**src/rtl/pe_drain_pkg.sv**
```systemverilog
`default_nettype none
// ============================================================================
// pe_drain_pkg
//   Shared types, default sizes and helpers for the PE output drain.
//   Rev 1.0 - initial release
// ============================================================================
package pe_drain_pkg;

  localparam int N_PE_DEF    = 8;
  localparam int WID_PE_DEF  = 16;
  localparam int LANE_IDX_W  = (N_PE_DEF > 1) ? $clog2(N_PE_DEF) : 1;
  localparam int CNT_W       = $clog2(N_PE_DEF + 1);

  typedef enum logic [0:0] {
    IDLE  = 1'b0,
    DRAIN = 1'b1
  } drain_state_e;

  // Requested lane count saturated to the number of physical lanes.
  function automatic int unsigned clamp_cnt(input int unsigned cnt, input int unsigned lim);
    return (cnt > lim) ? lim : cnt;
  endfunction

endpackage
`default_nettype wire

```
**src/rtl/pe_drain_bank.sv**
```systemverilog
`default_nettype none
// ============================================================================
// pe_drain_bank
//   One row of captured lane words with its lane count and a full flag.
//   Word selected for output by a lane index.
//   Rev 1.0 - initial release
// ============================================================================
module pe_drain_bank
  import pe_drain_pkg::*;
#(
  parameter int N_LANES = N_PE_DEF,
  parameter int WID     = WID_PE_DEF,
  parameter int IDX_W   = LANE_IDX_W,
  parameter int CW      = CNT_W
) (
  input  logic                   clk_i,
  input  logic                   rst_ni,
  input  logic                   we_i,
  input  logic                   set_full_i,
  input  logic [N_LANES*WID-1:0] data_i,
  input  logic [CW-1:0]          count_i,
  input  logic                   clr_i,
  input  logic [IDX_W-1:0]       rd_idx_i,
  output logic [WID-1:0]         rd_data_o,
  output logic [CW-1:0]          count_o,
  output logic                   full_o
);

  logic [WID-1:0] data_q [N_LANES];
  logic [CW-1:0]  count_q;
  logic           full_q;

  // Capture a whole row on write; a write wins over a simultaneous release.
  always_ff @(posedge clk_i or negedge rst_ni) begin
    if (!rst_ni) begin
      for (int i = 0; i < N_LANES; i++) data_q[i] <= '0;
      count_q <= '0;
      full_q  <= 1'b0;
    end else if (we_i) begin
      for (int i = 0; i < N_LANES; i++) data_q[i] <= data_i[i*WID +: WID];
      count_q <= count_i;
      full_q  <= set_full_i;
    end else if (clr_i) begin
      full_q <= 1'b0;
    end
  end

  assign rd_data_o = data_q[rd_idx_i];
  assign count_o   = count_q;
  assign full_o    = full_q;

endmodule
`default_nettype wire

```
**src/rtl/pe_out_drain.sv**
```systemverilog
`default_nettype none
// ============================================================================
// pe_out_drain
//   Captures one row of PE lane results and writes them one word per
//   handshake into the output buffer at auto-incrementing addresses.
//   Build option: PE_DRAIN_DBLBUF_EN selects two ping-pong capture banks.
//   Rev 1.0 - initial release
// ============================================================================
module pe_out_drain
  import pe_drain_pkg::*;
#(
  parameter int N_LANES = N_PE_DEF,
  parameter int WID     = WID_PE_DEF,
  parameter int ADDR_W  = 16
) (
  input  logic                         clk_i,
  input  logic                         rst_ni,
  input  logic                         cap_valid_i,
  output logic                         cap_ready_o,
  input  logic [N_LANES*WID-1:0]       cap_data_i,
  input  logic [$clog2(N_LANES+1)-1:0] cap_count_i,
  input  logic                         frame_start_i,
  input  logic [ADDR_W-1:0]            base_addr_i,
  output logic                         wr_valid_o,
  input  logic                         wr_ready_i,
  output logic [ADDR_W-1:0]            wr_addr_o,
  output logic [WID-1:0]               wr_data_o,
  output logic                         row_done_o,
  output logic                         busy_o
);

  localparam int IDX_W = (N_LANES > 1) ? $clog2(N_LANES) : 1;
  localparam int CW    = $clog2(N_LANES + 1);
`ifdef PE_DRAIN_DBLBUF_EN
  localparam int NB = 2;
`else
  localparam int NB = 1;
`endif

  drain_state_e         state_q;
  logic [IDX_W-1:0]     idx_q;
  logic [ADDR_W-1:0]    ptr_q;
  logic [ADDR_W-1:0]    pend_base_q;
  logic                 pend_q;
  logic                 row_done_q;

  logic                 rsel;        // bank being drained
  logic                 wsel;        // bank receiving the next capture
  logic [1:0]           full_w;
  logic [1:0][CW-1:0]   cnt_w;
  logic [1:0][WID-1:0]  rdata_w;
  logic [CW-1:0]        cap_cnt;
  logic                 cap_fire;
  logic                 set_full;
  logic                 accept;
  logic                 last_acc;
  logic                 retire;
  logic                 cont;        // another non-empty row follows without a bubble

  assign cap_cnt     = CW'(clamp_cnt(32'(cap_count_i), N_LANES));
  assign cap_ready_o = !full_w[wsel];
  assign cap_fire    = cap_valid_i && cap_ready_o;
  // An empty row captured while nothing is queued retires at once instead of occupying a bank.
  assign set_full    = (state_q != IDLE) || full_w[rsel] || (cap_cnt != '0);
  assign accept      = (state_q == DRAIN) && wr_ready_i;
  assign last_acc    = accept && ((CW'(idx_q) + CW'(1)) == cnt_w[rsel]);
  // A queued empty row retires in IDLE, one gap cycle after any preceding row_done.
  assign retire      = (state_q == IDLE) && full_w[rsel] && (cnt_w[rsel] == '0) && !row_done_q;

  for (genvar gb = 0; gb < NB; gb++) begin : g_bank
    logic we;
    logic clr;
    assign we  = cap_fire && (wsel == 1'(gb));
    assign clr = (last_acc || retire) && (rsel == 1'(gb));

    pe_drain_bank #(
      .N_LANES (N_LANES),
      .WID     (WID),
      .IDX_W   (IDX_W),
      .CW      (CW)
    ) u_bank (
      .clk_i      (clk_i),
      .rst_ni     (rst_ni),
      .we_i       (we),
      .set_full_i (set_full),
      .data_i     (cap_data_i),
      .count_i    (cap_cnt),
      .clr_i      (clr),
      .rd_idx_i   (idx_q),
      .rd_data_o  (rdata_w[gb]),
      .count_o    (cnt_w[gb]),
      .full_o     (full_w[gb])
    );
  end

  if (NB == 1) begin : g_tie
    assign full_w[1]  = 1'b0;
    assign cnt_w[1]   = '0;
    assign rdata_w[1] = '0;
  end

`ifdef PE_DRAIN_DBLBUF_EN
  logic rsel_q;
  logic wsel_q;

  assign rsel = rsel_q;
  assign wsel = wsel_q;
  // During a drain any capture lands in the other bank, so it can be chained directly.
  assign cont = (full_w[~rsel_q] && (cnt_w[~rsel_q] != '0)) || (cap_fire && (cap_cnt != '0));

  // Ping-pong pointers: read side advances per retired row, write side per stored row.
  always_ff @(posedge clk_i or negedge rst_ni) begin
    if (!rst_ni) begin
      rsel_q <= 1'b0;
      wsel_q <= 1'b0;
    end else begin
      if (last_acc || retire) rsel_q <= ~rsel_q;
      if (cap_fire && set_full) wsel_q <= ~wsel_q;
    end
  end
`else
  assign rsel = 1'b0;
  assign wsel = 1'b0;
  assign cont = 1'b0;
`endif

  // Drain FSM with write pointer, deferred frame reload and row_done pulse.
  always_ff @(posedge clk_i or negedge rst_ni) begin
    if (!rst_ni) begin
      state_q     <= IDLE;
      idx_q       <= '0;
      ptr_q       <= '0;
      pend_base_q <= '0;
      pend_q      <= 1'b0;
      row_done_q  <= 1'b0;
    end else begin
      row_done_q <= 1'b0;
      case (state_q)
        IDLE: begin
          if (frame_start_i) ptr_q <= base_addr_i;
          if (full_w[rsel]) begin
            if (cnt_w[rsel] == '0) begin
              if (!row_done_q) row_done_q <= 1'b1;
            end else begin
              state_q <= DRAIN;
              idx_q   <= '0;
            end
          end else if (cap_fire) begin
            if (cap_cnt == '0) begin
              row_done_q <= 1'b1;
            end else begin
              state_q <= DRAIN;
              idx_q   <= '0;
            end
          end
        end
        DRAIN: begin
          if (frame_start_i && !last_acc) begin
            pend_q      <= 1'b1;
            pend_base_q <= base_addr_i;
          end
          if (accept) begin
            idx_q <= idx_q + IDX_W'(1);
            ptr_q <= ptr_q + ADDR_W'(1);
            if (last_acc) begin
              row_done_q <= 1'b1;
              idx_q      <= '0;
              pend_q     <= 1'b0;
              if (frame_start_i)  ptr_q <= base_addr_i;
              else if (pend_q)    ptr_q <= pend_base_q;
              if (!cont) state_q <= IDLE;
            end
          end
        end
        default: state_q <= IDLE;
      endcase
    end
  end

  assign wr_valid_o = (state_q == DRAIN);
  assign wr_addr_o  = ptr_q;
  assign wr_data_o  = rdata_w[rsel];
  assign row_done_o = row_done_q;
  assign busy_o     = (state_q != IDLE) || (|full_w);

endmodule
`default_nettype wire

```
**config.mk**
```make
export PLATFORM = sky130hd
export DESIGN_NAME = pe_out_drain
export DESIGN_NICKNAME = d
export VERILOG_FILES = /design/src/rtl/pe_drain_pkg.sv /design/src/rtl/pe_drain_bank.sv /design/src/rtl/pe_out_drain.sv
export SDC_FILE = /design/constraint.sdc
export NUM_CORES = 1
export LEC_CHECK = 0
export ABC_AREA = 1
export CAP_MARGIN = 30
export CORE_UTILIZATION = 35
export CTS_CLUSTER_SIZE = 24
export DETAILED_ROUTE_END_ITERATION = 7
export GPL_TIMING_DRIVEN = 0
export PLACE_DENSITY_LB_ADDON = 0.15
export SLEW_MARGIN = 20
export SYNTH_ARGS = -nofsm -noshare
export SYNTH_HDL_FRONTEND = slang
export SYNTH_SLANG_ARGS = --single-unit
```
**constraint.sdc**
```tcl
create_clock -name clk_i -period 2 [get_ports clk_i]
set_input_delay 0.4 -clock clk_i [delete_from_list [all_inputs] [get_ports clk_i]]
set_output_delay 0.4 -clock clk_i [all_outputs]
set_load 0.01 [all_outputs]
```
* Word level (Yosys, flattened, before mapping)
Index checks and enable logic that the tools add are counted.
Operators by class: multipliers 0, muxes and demuxes 37, bitwise operators 2, $lt $le $gt $ge 2, eq/ne operators 6, $add $sub $neg 3, divide/modulo/power cells 0, reduce and logical (&&, ||, !) cells 20, shift-type cells 0
Operators by type and width (count):
- 16-bit two-way mux | 7
- 16-bit binary-select mux with 3-bit select | 1
- 16-bit case mux with 2 select lines | 1
- 1-bit two-way mux | 18
- 3-bit two-way mux | 6
- 16-bit by 1-bit adder with 16-bit output, second input constant | 1
- 4-bit logical NOT | 2
- 1-bit logical AND | 7
- 3-bit by 2-bit != test with 1-bit output, second input constant | 2
- 3-bit case mux with 2 select lines | 1
- 3-bit by 1-bit adder with 4-bit output, second input constant | 1
- 4-bit equality test | 1
- 4-bit greater-or-equal comparator, second input constant | 1
- 4-bit > comparator, second input constant | 1
- 4-bit two-way mux | 1
- 3-bit inverter with 4-bit output | 1
- 1-bit case mux with 2 select lines | 2
- 2-bit AND reduction | 2
- 4-bit AND reduction | 1
- 4-bit nonzero test | 1
- 3-bit by 1-bit adder with 3-bit output, second input constant | 1
- 1-bit logical NOT | 3
- 1-bit logical OR | 3
- 3-bit != test, second input constant | 1
- 4 further kinds | 4
Word-level totals: memory bits (read-only) 0, memories kept 0, output and inout port bits 36, bits in latches 0, flip-flop bits (word level) 171, RAM bits 0, input bits 153

* Longest topological paths before layout
depth in word-level cells 8, mapped depth 14

* Modules after synthesis
Synthesis repeated with hierarchy kept, for this count alone.
Second synthesis, totals: cell total of the unflattened synthesis 1271, area, all modules 9176.3 µm²
By module, submodules not included:
- pe_drain_bank | cells each 859, instances 1, area an instance 6421.2 µm², seq. area each 3328.2 µm²
- pe_out_drain | cells each 412, instances 1, area an instance 2755.1 µm², seq. area each 950.9 µm²

* Worst setup path before layout
No wires, ideal clock.
path kind flip-flop to output port, start point reg idx_q[0], end point out wr_data_o[12], buffers on the path 3, setup slack 0.113 ns, required time 1.600 ns, data arrival time 1.487 ns, cell stages (with the launch flop) 9, path through dfrtp_1 buf_2 inv_1 buf_4 clkbuf_1 o21ai_0 o22ai_1 nor2_1 a31oi_1
Between the ends: cells in the longest elaborated chain, start to end 4
Ends and longest elaborated chain:
- start: declaration | line pe_out_drain.sv:41 | logic [IDX_W-1:0] idx_q;
- start signal: assignment | line pe_out_drain.sv:163 | idx_q <= idx_q + IDX_W'(1);
- 3-bit inverter with 4-bit output (not written as such) | line pe_drain_bank.sv:48 | assign rd_data_o = data_q[rd_idx_i];
- 16-bit binary-select mux with 3-bit select | line pe_drain_bank.sv:48
- 16-bit two-way mux (not written as such) (2 in series) | line pe_drain_bank.sv:48
- end: declaration | line pe_out_drain.sv:27 | output logic [WID-1:0] wr_data_o,
Every way passes these cells. The select of a mux whose other input is x is not followed.

* Worst setup path after layout
start point reg idx_q[0], end point out wr_data_o[4]
The elaborated chain is that of the path after synthesis.

==> results.json <==
{
  "status": "finished, violations left",
  "violations": "negative setup slack",
  "syn_area_um2": 8780,
  "synth-seq-cells": 171,
  "setup-tns-final_ps": -10080,
  "endpoint": "wr_data_o[4]",
  "crit_fanout": 8,
  "start_kind": "flop",
  "ff_latch_area_um2": 4280,
  "num_vias": 8702,
  "diodes": 0,
  "synth_most_common_cell": "nand2_1",
  "crit_path_start": "idx_q[0]",
  "root_buffer": "clkbuf_16",
  "relSlewSlack": 0.568,
  "rsz0062_at_grt": "yes",
  "ir_drop_mv": 0.897,
  "ant_nets": 0,
  "synth_cell_types": 38,
  "numCtsBuffers": 17,
  "gp_congestion": 0.870,
  "cp.arrival_ps": 2070,
  "post-route-drc-count": 0,
  "grt_antenna_before_repair": 0,
  "pin_count": 189,
  "drtIter0Drc": 695,
  "synth_ff_type": "dfrtp_1",
  "worstSkewPairLatency_ps": 440,
  "final_hold_viol_count": 0,
  "syn_inst": 1207,
  "setup_viol_count_final": 52,
  "syn_nets": 1362,
  "maxCapViolations": 0,
  "cp.required_ps": 1600,
  "wire_per_inst_um": 16.9,
  "synth_area_per_cell_um2": 7.27,
  "dp_hpwl_mm": 21.9,
  "r2r-end": "pend_base_q[12]",
  "dieWidth_um": 160,
  "synth_top_cells_by_area": "dfrtp_1 (49%), nand2_1 (22%), nor2_1 (7.0%)",
  "ff2ff_setup_slack_ps": -160,
  "cts.sinks": 171,
  "synth_top_cell_area_share": 0.487,
  "synthArstFlopShare": 1.00,
  "synth-edff-count": 0,
  "max-clock-path-buffers": 2,
  "period_share": 1.24,
  "totalWireLength_mm": 30.0,
  "groute.usage.overall": 0.237,
  "synthTopCellsByCount": "nand2_1 (516), dfrtp_1 (171), nor2_1 (164)",
  "rr_worst_depth": 12,
  "yosysWarnings": 0,
  "die_h_um": 160,
  "initial_utilization": 0.359,
  "power_density_nw_per_um2": 1570,
  "critPathKind": "reg -> out",
  "io_buffers": 187,
  "nets": 1593,
  "cts.reportedPaths.clkPinSlew_ps": 70,
  "htree_levels": 4,
  "setup_slack_ps": -474,
  "leakage_nw": 6.09,
  "grt_pass1_vias": 8568,
  "coreArea_um2": 24500,
  "power_mw": 19.6,
  "period_minus_slack_ps": 2470,
  "grt_overflow": 0,
  "synth_seq_area_share": 0.487,
  "yosys.area.top_type": "dfrtp_1",
  "reg2reg_from": "idx_q[0]",
  "fin_hold_ws_ps": 410,
  "tightest_slew_ps": 648,
  "fillCellCount": 2407,
  "grt_start_max_net_pins": 75,
  "rows": 57,
  "final_layout_size_suffix_gt1_frac": 0.149,
  "finClkSkew_ps": 9.80,
  "min_path_type": "in -> async",
  "avgViaCountPerCell": 4.90,
  "syn2layout_area_growth_pct": 42.4,
  "multi_input_area_um2": 4330,
  "grt_pass1_wl_mm": 46.5,
  "die_area_um2": 25700,
  "final-max-slew-violation-count": 0,
  "max_freq_ghz": 0.404,
  "end_kind": "output port",
  "cts_tree": "yes",
  "firstDrtPassIters": 5
}
[cell families (layout without fill, tap and decap cells)]
kind of cell,after synthesis,after routing,share of synthesized area
AO/OA/AOI/OAI,164,164,0.106
adder cells (fa/ha/maj),2,2,0.00285
buffers and inverters,125,369,0.0618
XOR/XNOR,10,10,0.0108
AND/OR/NAND/NOR,735,735,0.331
flip-flops,171,171,0.487
[final cells by class]
cell class / instances / share of cell area
buffer: 65 / 0.0360
clock buffer: 17 / 0.0340
clock inverter: 15 / 0.0137
inverter: 58 / 0.0186
multi-input combinational: 911 / 0.347
sequential: 171 / 0.342
tap: 324 / 0.0324
timing repair buffer: 214 / 0.176
[power breakdown]
part	internal, mW	switching (mW)	total, mW	leakage, nW
combinational	4.18	5.78	9.96	3.71
clock	1.80	1.61	3.41	0.297
sequential	5.02	1.18	6.20	2.09
total	11.0	8.57	19.6	6.09
[worst min-delay path by stage]
stage	from	endpoint
final	rst_ni	g_bank[0].u_bank.data_q[5]
after detailed placement	rst_ni	g_bank[0].u_bank.data_q[5]
after global placement	g_bank[0].u_bank.data_q[98]	g_bank[0].u_bank.data_q[98]
after CTS	rst_ni	g_bank[0].u_bank.data_q[5]
after global routing	rst_ni	g_bank[0].u_bank.data_q[5]
after floorplan	rst_ni	g_bank[0].u_bank.count_o[0]
[state kept, by name (all words and copies together), names as in the netlist]
register / count
g_bank.u_bank.count_o: 4
g_bank.u_bank.data_q: 128
g_bank.u_bank.full_o: 1
idx_q: 3
pend_base_q: 16
pend_q: 1
row_done_o: 1
wr_addr_o: 16
wr_valid_o: 1
[worst max-delay path, cell delays in order (launching register included)]
cell and delay, ps:
dfrtp_2 420, buf_6 140, inv_4 60, buf_12 140, buf_12 130, nor2_1 50
o22ai_2 260, nor2_2 80, a31oi_4 190, buf_2 160
[timing repair]
item / 4_1_cts / 5_1_grt
endpoints found under the hold margin: 33 / 0
setup endpoints to repair: 159 / 72
gates cloned: 4 / 3
gates resized for setup: 159 / 104
hold buffers: 1 / 0
pin swaps: 24 / 26
setup buffers: 16 / 2
[metal layers]
metal | share of wire | vias up | GRT usage
met3 | 0.057 | 47 | 0.0452
met1 | 0.45 | 4080 | 0.322
met5 | 0 | - | 0
met2 | 0.46 | 304 | 0.375
met4 | 0.027 | 0 | 0.0887
li1 | - | 4271 | -
[through the flow]
step	setup slack, ps	std cells	util	instance area (um2)
after global placement	-6780	1718	0.452	11100
after floorplan	113	1207	-	8780
after detailed placement	-1080	1720	0.454	11100
after global routing	-512	1775	0.511	12500
after CTS	-528	1772	0.498	12200
final	-474	1775	0.511	12500
[layout by cell type, fill, tap and decap left out, types with 9 or more instances in the layout]
cell type	synthesis	layout
clkdlybuf4s50_1	0	168
buf_2	11	20
inv_1	53	49
nand3_1	34	33
nor2_4	2	9
nand2_1	516	513
o21ai_0	83	56
o22ai_2	0	10
o21ai_1	1	18
a21oi_1	22	21
o21ai_2	10	19
o22ai_1	25	12
buf_4	1	17
clkbuf_1	44	27
a31oi_2	0	9
nor2_1	164	133
nor2_2	1	25
dfrtp_1	171	170
clkbuf_16	0	20
Note: power is estimated with default switching activity, not from simulation.
